## config.mk

```make
export PLATFORM = sky130hd
export DESIGN_NAME = ahb2_bus_nslv
export DESIGN_NICKNAME = d
export VERILOG_FILES = /design/src/rtl/ahb2_bus_nslv.sv
export SDC_FILE = /design/constraint.sdc
export NUM_CORES = 1
export LEC_CHECK = 0
export ABC_CLOCK_PERIOD_IN_PS = 2600
export BUFFER_PORTS_ARGS = -buffer_cell sky130_fd_sc_hd__buf_2
export CAP_MARGIN = 20
export CORE_AREA = 2 2 151 153
export DETAILED_ROUTE_END_ITERATION = 6
export DIE_AREA = 0 0 153 155
export PLACE_DENSITY_LB_ADDON = 0.3
export SYNTH_ARGS = -nofsm -noshare
export SYNTH_HDL_FRONTEND = slang
export SYNTH_SLANG_ARGS = --single-unit
export TNS_END_PERCENT = 1
```

## constraint.sdc

```tcl
create_clock -name clk -period 2.6 [get_ports clk]
set_clock_uncertainty 0.05 [all_clocks]
set_input_delay 0.13 -clock clk [delete_from_list [all_inputs] [get_ports clk]]
set_output_delay 0.13 -clock clk [all_outputs]
set_load 0.01 [all_outputs]
```

## src/rtl/ahb2_bus_nslv.sv

```systemverilog
// Single-master AHB2 interconnect: address decode to NUM_SLV slaves, data-phase response mux,
// and a built-in default slave that answers unmapped transfers with a two-cycle ERROR.
module ahb2_bus_nslv #(
    parameter int unsigned NUM_SLV = 4,
    parameter int unsigned ADDR_W  = 32,
    parameter int unsigned DATA_W  = 32,
    parameter logic [NUM_SLV*ADDR_W-1:0] SLV_BASE =
        {32'h3000_0000, 32'h2000_0000, 32'h1000_0000, 32'h0000_0000},
    parameter logic [NUM_SLV*ADDR_W-1:0] SLV_MASK = {4{32'hF000_0000}}
) (
    input  logic                        clk,
    input  logic                        rst_n,
    input  logic [ADDR_W-1:0]           m_haddr,
    input  logic [1:0]                  m_htrans,
    input  logic                        m_hwrite,
    input  logic [2:0]                  m_hsize,
    input  logic [2:0]                  m_hburst,
    input  logic [3:0]                  m_hprot,
    input  logic [DATA_W-1:0]           m_hwdata,
    output logic                        m_hgrant,
    output logic [DATA_W-1:0]           m_hrdata,
    output logic [1:0]                  m_hresp,
    output logic                        m_hready,
    output logic [NUM_SLV-1:0]          s_hsel,
    output logic [ADDR_W-1:0]           s_haddr,
    output logic [1:0]                  s_htrans,
    output logic                        s_hwrite,
    output logic [2:0]                  s_hsize,
    output logic [2:0]                  s_hburst,
    output logic [3:0]                  s_hprot,
    output logic [DATA_W-1:0]           s_hwdata,
    output logic                        s_hreadyi,
    input  logic [NUM_SLV*DATA_W-1:0]   s_hrdata,
    input  logic [NUM_SLV*2-1:0]        s_hresp,
    input  logic [NUM_SLV-1:0]          s_hreadyo,
    output logic [15:0]                 err_cnt,
    output logic [ADDR_W-1:0]           err_addr
);

    localparam int unsigned IDX_W = (NUM_SLV > 1) ? $clog2(NUM_SLV) : 1;

    typedef enum logic [1:0] {OwnNone, OwnSlv, OwnDflt} owner_e;
    typedef enum logic [1:0] {StIdle, StErr1, StErr2} dflt_state_e;

    owner_e             owner_q, owner_d;
    logic [IDX_W-1:0]   owner_idx_q, owner_idx_d;
    dflt_state_e        state_q, state_d;
    logic [15:0]        err_cnt_q;
    logic [ADDR_W-1:0]  err_addr_q;

    logic               hit;
    logic [IDX_W-1:0]   hit_idx;
    logic               active;
    logic               load_dflt;
    logic               hready;
    logic [1:0]         hresp;
    logic [DATA_W-1:0]  hrdata;

    assign m_hgrant  = 1'b1;
    assign s_haddr   = m_haddr;
    assign s_htrans  = m_htrans;
    assign s_hwrite  = m_hwrite;
    assign s_hsize   = m_hsize;
    assign s_hburst  = m_hburst;
    assign s_hprot   = m_hprot;
    assign s_hwdata  = m_hwdata;

    // Descending scan so the lowest matching index is the last to write.
    always_comb begin
        hit     = 1'b0;
        hit_idx = '0;
        for (int i = NUM_SLV - 1; i >= 0; i--) begin
            if ((m_haddr & SLV_MASK[i*ADDR_W +: ADDR_W]) == SLV_BASE[i*ADDR_W +: ADDR_W]) begin
                hit     = 1'b1;
                hit_idx = IDX_W'(i);
            end
        end
        s_hsel = hit ? (NUM_SLV'(1) << hit_idx) : '0;
    end

    assign active    = m_htrans[1];
    assign load_dflt = hready & active & ~hit;

    always_comb begin
        owner_d     = owner_q;
        owner_idx_d = owner_idx_q;
        if (hready) begin
            if (!active) begin
                owner_d = OwnNone;
            end else if (hit) begin
                owner_d     = OwnSlv;
                owner_idx_d = hit_idx;
            end else begin
                owner_d = OwnDflt;
            end
        end
    end

    always_comb begin
        state_d = state_q;
        case (state_q)
            StIdle:  if (load_dflt) state_d = StErr1;
            StErr1:  state_d = StErr2;
            StErr2:  state_d = load_dflt ? StErr1 : StIdle;
            default: state_d = StIdle;
        endcase
    end

    always_comb begin
        hready = 1'b1;
        hresp  = 2'b00;
        hrdata = '0;
        case (owner_q)
            OwnSlv: begin
                for (int i = 0; i < NUM_SLV; i++) begin
                    if (owner_idx_q == IDX_W'(i)) begin
                        hready = s_hreadyo[i];
                        hresp  = s_hresp[2*i +: 2];
                        hrdata = s_hrdata[i*DATA_W +: DATA_W];
                    end
                end
            end
            OwnDflt: begin
                hready = (state_q != StErr1);
                hresp  = 2'b01;
            end
            default: ;
        endcase
    end

    assign m_hready  = hready;
    assign m_hresp   = hresp;
    assign m_hrdata  = hrdata;
    assign s_hreadyi = hready;
    assign err_cnt   = err_cnt_q;
    assign err_addr  = err_addr_q;

    always_ff @(posedge clk or negedge rst_n) begin
        if (!rst_n) begin
            owner_q     <= OwnNone;
            owner_idx_q <= '0;
            state_q     <= StIdle;
            err_cnt_q   <= '0;
            err_addr_q  <= '0;
        end else begin
            owner_q     <= owner_d;
            owner_idx_q <= owner_idx_d;
            state_q     <= state_d;
            if (load_dflt) begin
                if (err_cnt_q != 16'hFFFF) err_cnt_q <= err_cnt_q + 16'd1;
                err_addr_q <= m_haddr;
            end
        end
    end

endmodule

```

==> impl_summary.txt <==
----------------------------------------------------
[STA]
  Final count of negative-setup-slack endpoints ... 0
  Unrepaired setup endpoints after global routing ... no
  Count of pins over their slew limit ... 0
  Time the worst path needs with I/O delays and setup ... 2.29 ns
  Final number of hold-violating endpoints ... 0
  Highest Clock Rate ... 0.437 GHz
  Worst Hold Margin ... 0.00567 ns
  Slew at the pin closest to its max-slew limit ... ~0.73 ns
  Final sum of negative setup slack ... 0 ns
  Final clock period utilization by the worst path ... 88.0%
  Max-slew headroom ... about half

[Yosys]
  Netlist area before placement ... 3980 um2
  Unique cell type count in the Yosys netlist ... 39
  Fraction of the mapped netlist area in compound gates ... approximately 1.8%
  Dominant cell type by area after synthesis ... dfrtp_1
  Dominant combinational cell family by area after synthesis ... simple AND/OR/NAND/NOR gates
  Share of the synthesized area in the top cell type ... around a third
  Average cell area after synthesis ... around 10 um2
  Parity-gate share of the synthesized area counting xor and xnor cells ... 3.05%
  Cell count after synthesis ... 399
  Post-Synth Adder-Cell Area ... less than 1%
  Yosys Warn Count ... 0
  Synthesized flop and latch total ... 54
  Syn Nets ... 621
  Sequential-to-total area share from yosys stat ... 34.0%
  Basic-gate share of the synthesized area counting and, or, nand and nor cells ... between 20% and 30%
  Multiplexer share of the synthesized area ... 21.1%
  Cell types with the largest area share after synthesis ... dfrtp_1, mux4_2, buf_4, nand2_1, and2_1

[Route]
  Residual antenna-violating net count after detailed routing ... 0
  Sum of routed wire segments on met1 ... around 5800 um
  Routed len/inst ... around 16 um
  Max Used Layer ... met4
  Routed wl met3 ... 1400 um
  Drt pass-1 iters ... 4
  DRC violation count after routing ... 0
  Count of routing violations after the opening detailed-route iteration ... 114
  Final WL ... about 15000 um
  Average via count per standard cell ... 4.04
  Detail Route met2 WL ... 7560 um
  Detailed-route via count ... about 3700

[Power and ir drop]
  Sequential share of power ... 30.3%
  Switching power of the nets ... about 1800 uW
  Internal power of the cells ... 2850 uW
  Power per cell area ... 830 nW/um2
  Leakage power figure ... approximately 0.0029 uW
  Net switching share of the total power ... 38.7%
  Portion of total power attributed to the clock network ... between 15 and 20%
  Peak VDD IR ... 280 uV
  Proportion of power drawn by combinational gates ... 53.4%

[Setup path]
  Crit Reg-Reg Startpoint ... err_cnt[0]
  Data arrival, critical path ... approximately 2.4 ns
  Kind of cell with the highest combined delay on the critical path ... simple AND/OR/NAND/NOR gates
  Slowest Stage Delay on Critical Path ... 0.54 ns
  Slowest CP cell ... or3_1
  Worst Path Max Fanout ... 8
  Capture instance of the worst register-to-register path ... err_cnt[1]
  Cell chain of the critical path ... ha_1, and4_1, nand3_1, or3_1, nand2_2, mux2_1
  Worst setup path startpoint ... err_cnt[0]
  Count of buffer and inverter cells on the critical path ... 0
  CP Class ... reg -> reg
  Data required time at the worst endpoint ... 2.72 ns
  R2r worst-path depth ... 6
  Critical Path Source Type ... flop
  Worst setup slack for register-to-register paths ... 0.31 ns
  Kind of end point of the critical path ... flop

[CTS]
  Clock latency at the later pin of the worst-skew pair ... 0.29 ns
  Level count of the clock H-tree ... 2
  Gates resized, CTS repair ... 0
  Total clock sinks ... 54
  Count of buffers added by post-CTS timing repair for setup ... 0
  Clock slew at the register clock pins of the worst setup and hold paths ... ~0.070 ns
  Number of hold buffers added after cts ... 24
  Clock tree from TritonCTS ... done
  Largest buffer count on any clock path ... 2
  Num CTS Buffers ... 5
  Clock Root Buffer ... clkbuf_16

[Worst hold path]
  Worst hold path class ... in -> reg
  Cell depth of the worst min-delay path ... 3
  Hold Startpoint ... m_haddr[26]
  End of the worst hold path ... err_addr[26]

[Floorplan]
  Initial Util ... approximately 18%
  Area enclosed by the die boundary ... 23700 um2
  Num rows ... 55
  Die extent in x ... 153 um
  Io pins ... 385
  Die boundary height ... 155 um
  CORE AREA ... approximately 22000 um2

[Final layout]
  Number of nets in the final layout ... 853
  Count of fill cells added during filler insertion ... roughly 2400
  Ratio of cells with drive above 1 in the final layout ... 56.3%
  Most frequent cells in the layout ... buf_2, nand2_1, dfrtp_1, mux4_2, and2_1
  Share of the core filled with cells ... 25.2%
  Area Growth Syn to Fin ... 40.8%
  Most frequent standard cell in the layout excluding fill and tap cells ... buf_2

[Place]
  Gpl congestion ... 0.872
  HPWL Detailed ... 12500 um
  Number of input and output port buffers inserted ... roughly 300

[GRT]
  Number of global-route vias before repair ... 3763
  All-layer global routing usage ... between 10% and 20%
  Antenna violations before repair ... 5
  Pin count of the biggest net entering global routing ... 55
  Final global-route overflow total ... 0
  First-pass GRT wire length ... 22200 um

[Run status]
  Outcome ... finished, final reports clean

[Job]
  Maximum capacitance violations ... 0

----------------------------------------------------
==> worst max-delay path by stage <==
stage	slack, ns	to	depth (start not counted)
5_1_grt	0.16	err_cnt[1]	6
2_1_floorplan	0.54	err_cnt[1]	7
4_1_cts	0.29	err_cnt[1]	6
3_3_place_gp	0.33	err_cnt[1]	6
3_5_place_dp	0.31	err_cnt[1]	6
6_report	0.31	err_cnt[1]	6
==> per-stage QoR <==
step | total power, uW | worst slack [ns] | cell area (um2) | instances
floorplan | 3110 | 0.541 | 3980 | 399
global placement | 3920 | 0.333 | 5180 | 885
detailed placement | 3920 | 0.310 | 5180 | 885
CTS | 4750 | 0.286 | 5590 | 917
global route | 5020 | 0.163 | 5590 | 920
finish | 4650 | 0.312 | 5600 | 922
==> sequential cells by signal, summed over array words and instances (netlist names) <==
signal       count
err_addr        32
err_cnt         16
owner_idx_q      2
owner_q          2
state_q          2
==> area by class of cell <==
class / instances / area, um2 / share of cell area, %
Antenna cell: 5 / 12.5 / 0.224
Clock buffer: 5 / 125 / 2.24
Clock inverter: 3 / 40.0 / 0.715
Inverter: 4 / 15.0 / 0.268
Multi-Input combinational cell: 241 / 1920 / 34.3
Sequential cell: 54 / 1350 / 24.2
Tap cell: 285 / 357 / 6.37
Timing Repair Buffer: 325 / 1770 / 31.7
==> synth_stat cells <==
master,n
or4_4,1
a21oi_1,4
xor2_1,4
clkbuf_1,6
nor2_1,6
ha_1,3
mux2_4,1
xnor2_2,1
and2_1,32
nor4_1,4
buf_2,13
nor3_1,4
inv_1,4
and4_1,2
nand4b_1,1
and3_1,2
nand3_2,1
nand3_1,10
a31oi_1,1
nand2b_1,1
conb_1,1
and3b_1,1
xnor2_1,8
a21bo_2,2
a31o_2,1
or4_1,1
nor3_2,1
nand4_2,1
or3_1,1
nand3b_2,1
mux4_2,34
nand2_2,1
nand4_1,3
o21ai_0,3
buf_6,2
dfrtp_1,54
mux2_1,5
buf_4,79
nand2_1,99
==> power groups by stage <==
stage / Clock (uW) / Sequential (uW) / Combinational [uW]
global route: 821 / 1460 / 2740
floorplan: 0 / 1520 / 1590
CTS: 798 / 1410 / 2540
finish: 759 / 1410 / 2480
global placement: 0 / 1420 / 2500
detailed placement: 0 / 1410 / 2510
==> per-layer routing <==
metal | track usage, % | vias up
met3 | 4.15 | 16
met4 | 3.75 | 0
li1 | - | 1744
met5 | 0 | -
met2 | 21.5 | 227
met1 | 13.6 | 1737
==> cell families (layout without fill, tap and decap cells) <==
family / count (synthesis) / in the layout
AO/OA/AOI/OAI: 11 / 11
other: 1 / 6
flip-flops: 54 / 54
adder cells (fa/ha/maj): 3 / 3
multiplexers: 40 / 40
buffers and inverters: 104 / 337
AND/OR/NAND/NOR: 173 / 173
XOR/XNOR: 13 / 13
==> worst register-to-register path, cell delays in order, from the launching register on <==
cell	delay, ns
dfrtp_1	0.42
ha_1	0.21
and4_1	0.24
nand3_1	0.24
or3_1	0.54
nand2_2	0.14
mux2_1	0.32
Note: power is estimated with default switching activity, not from simulation.
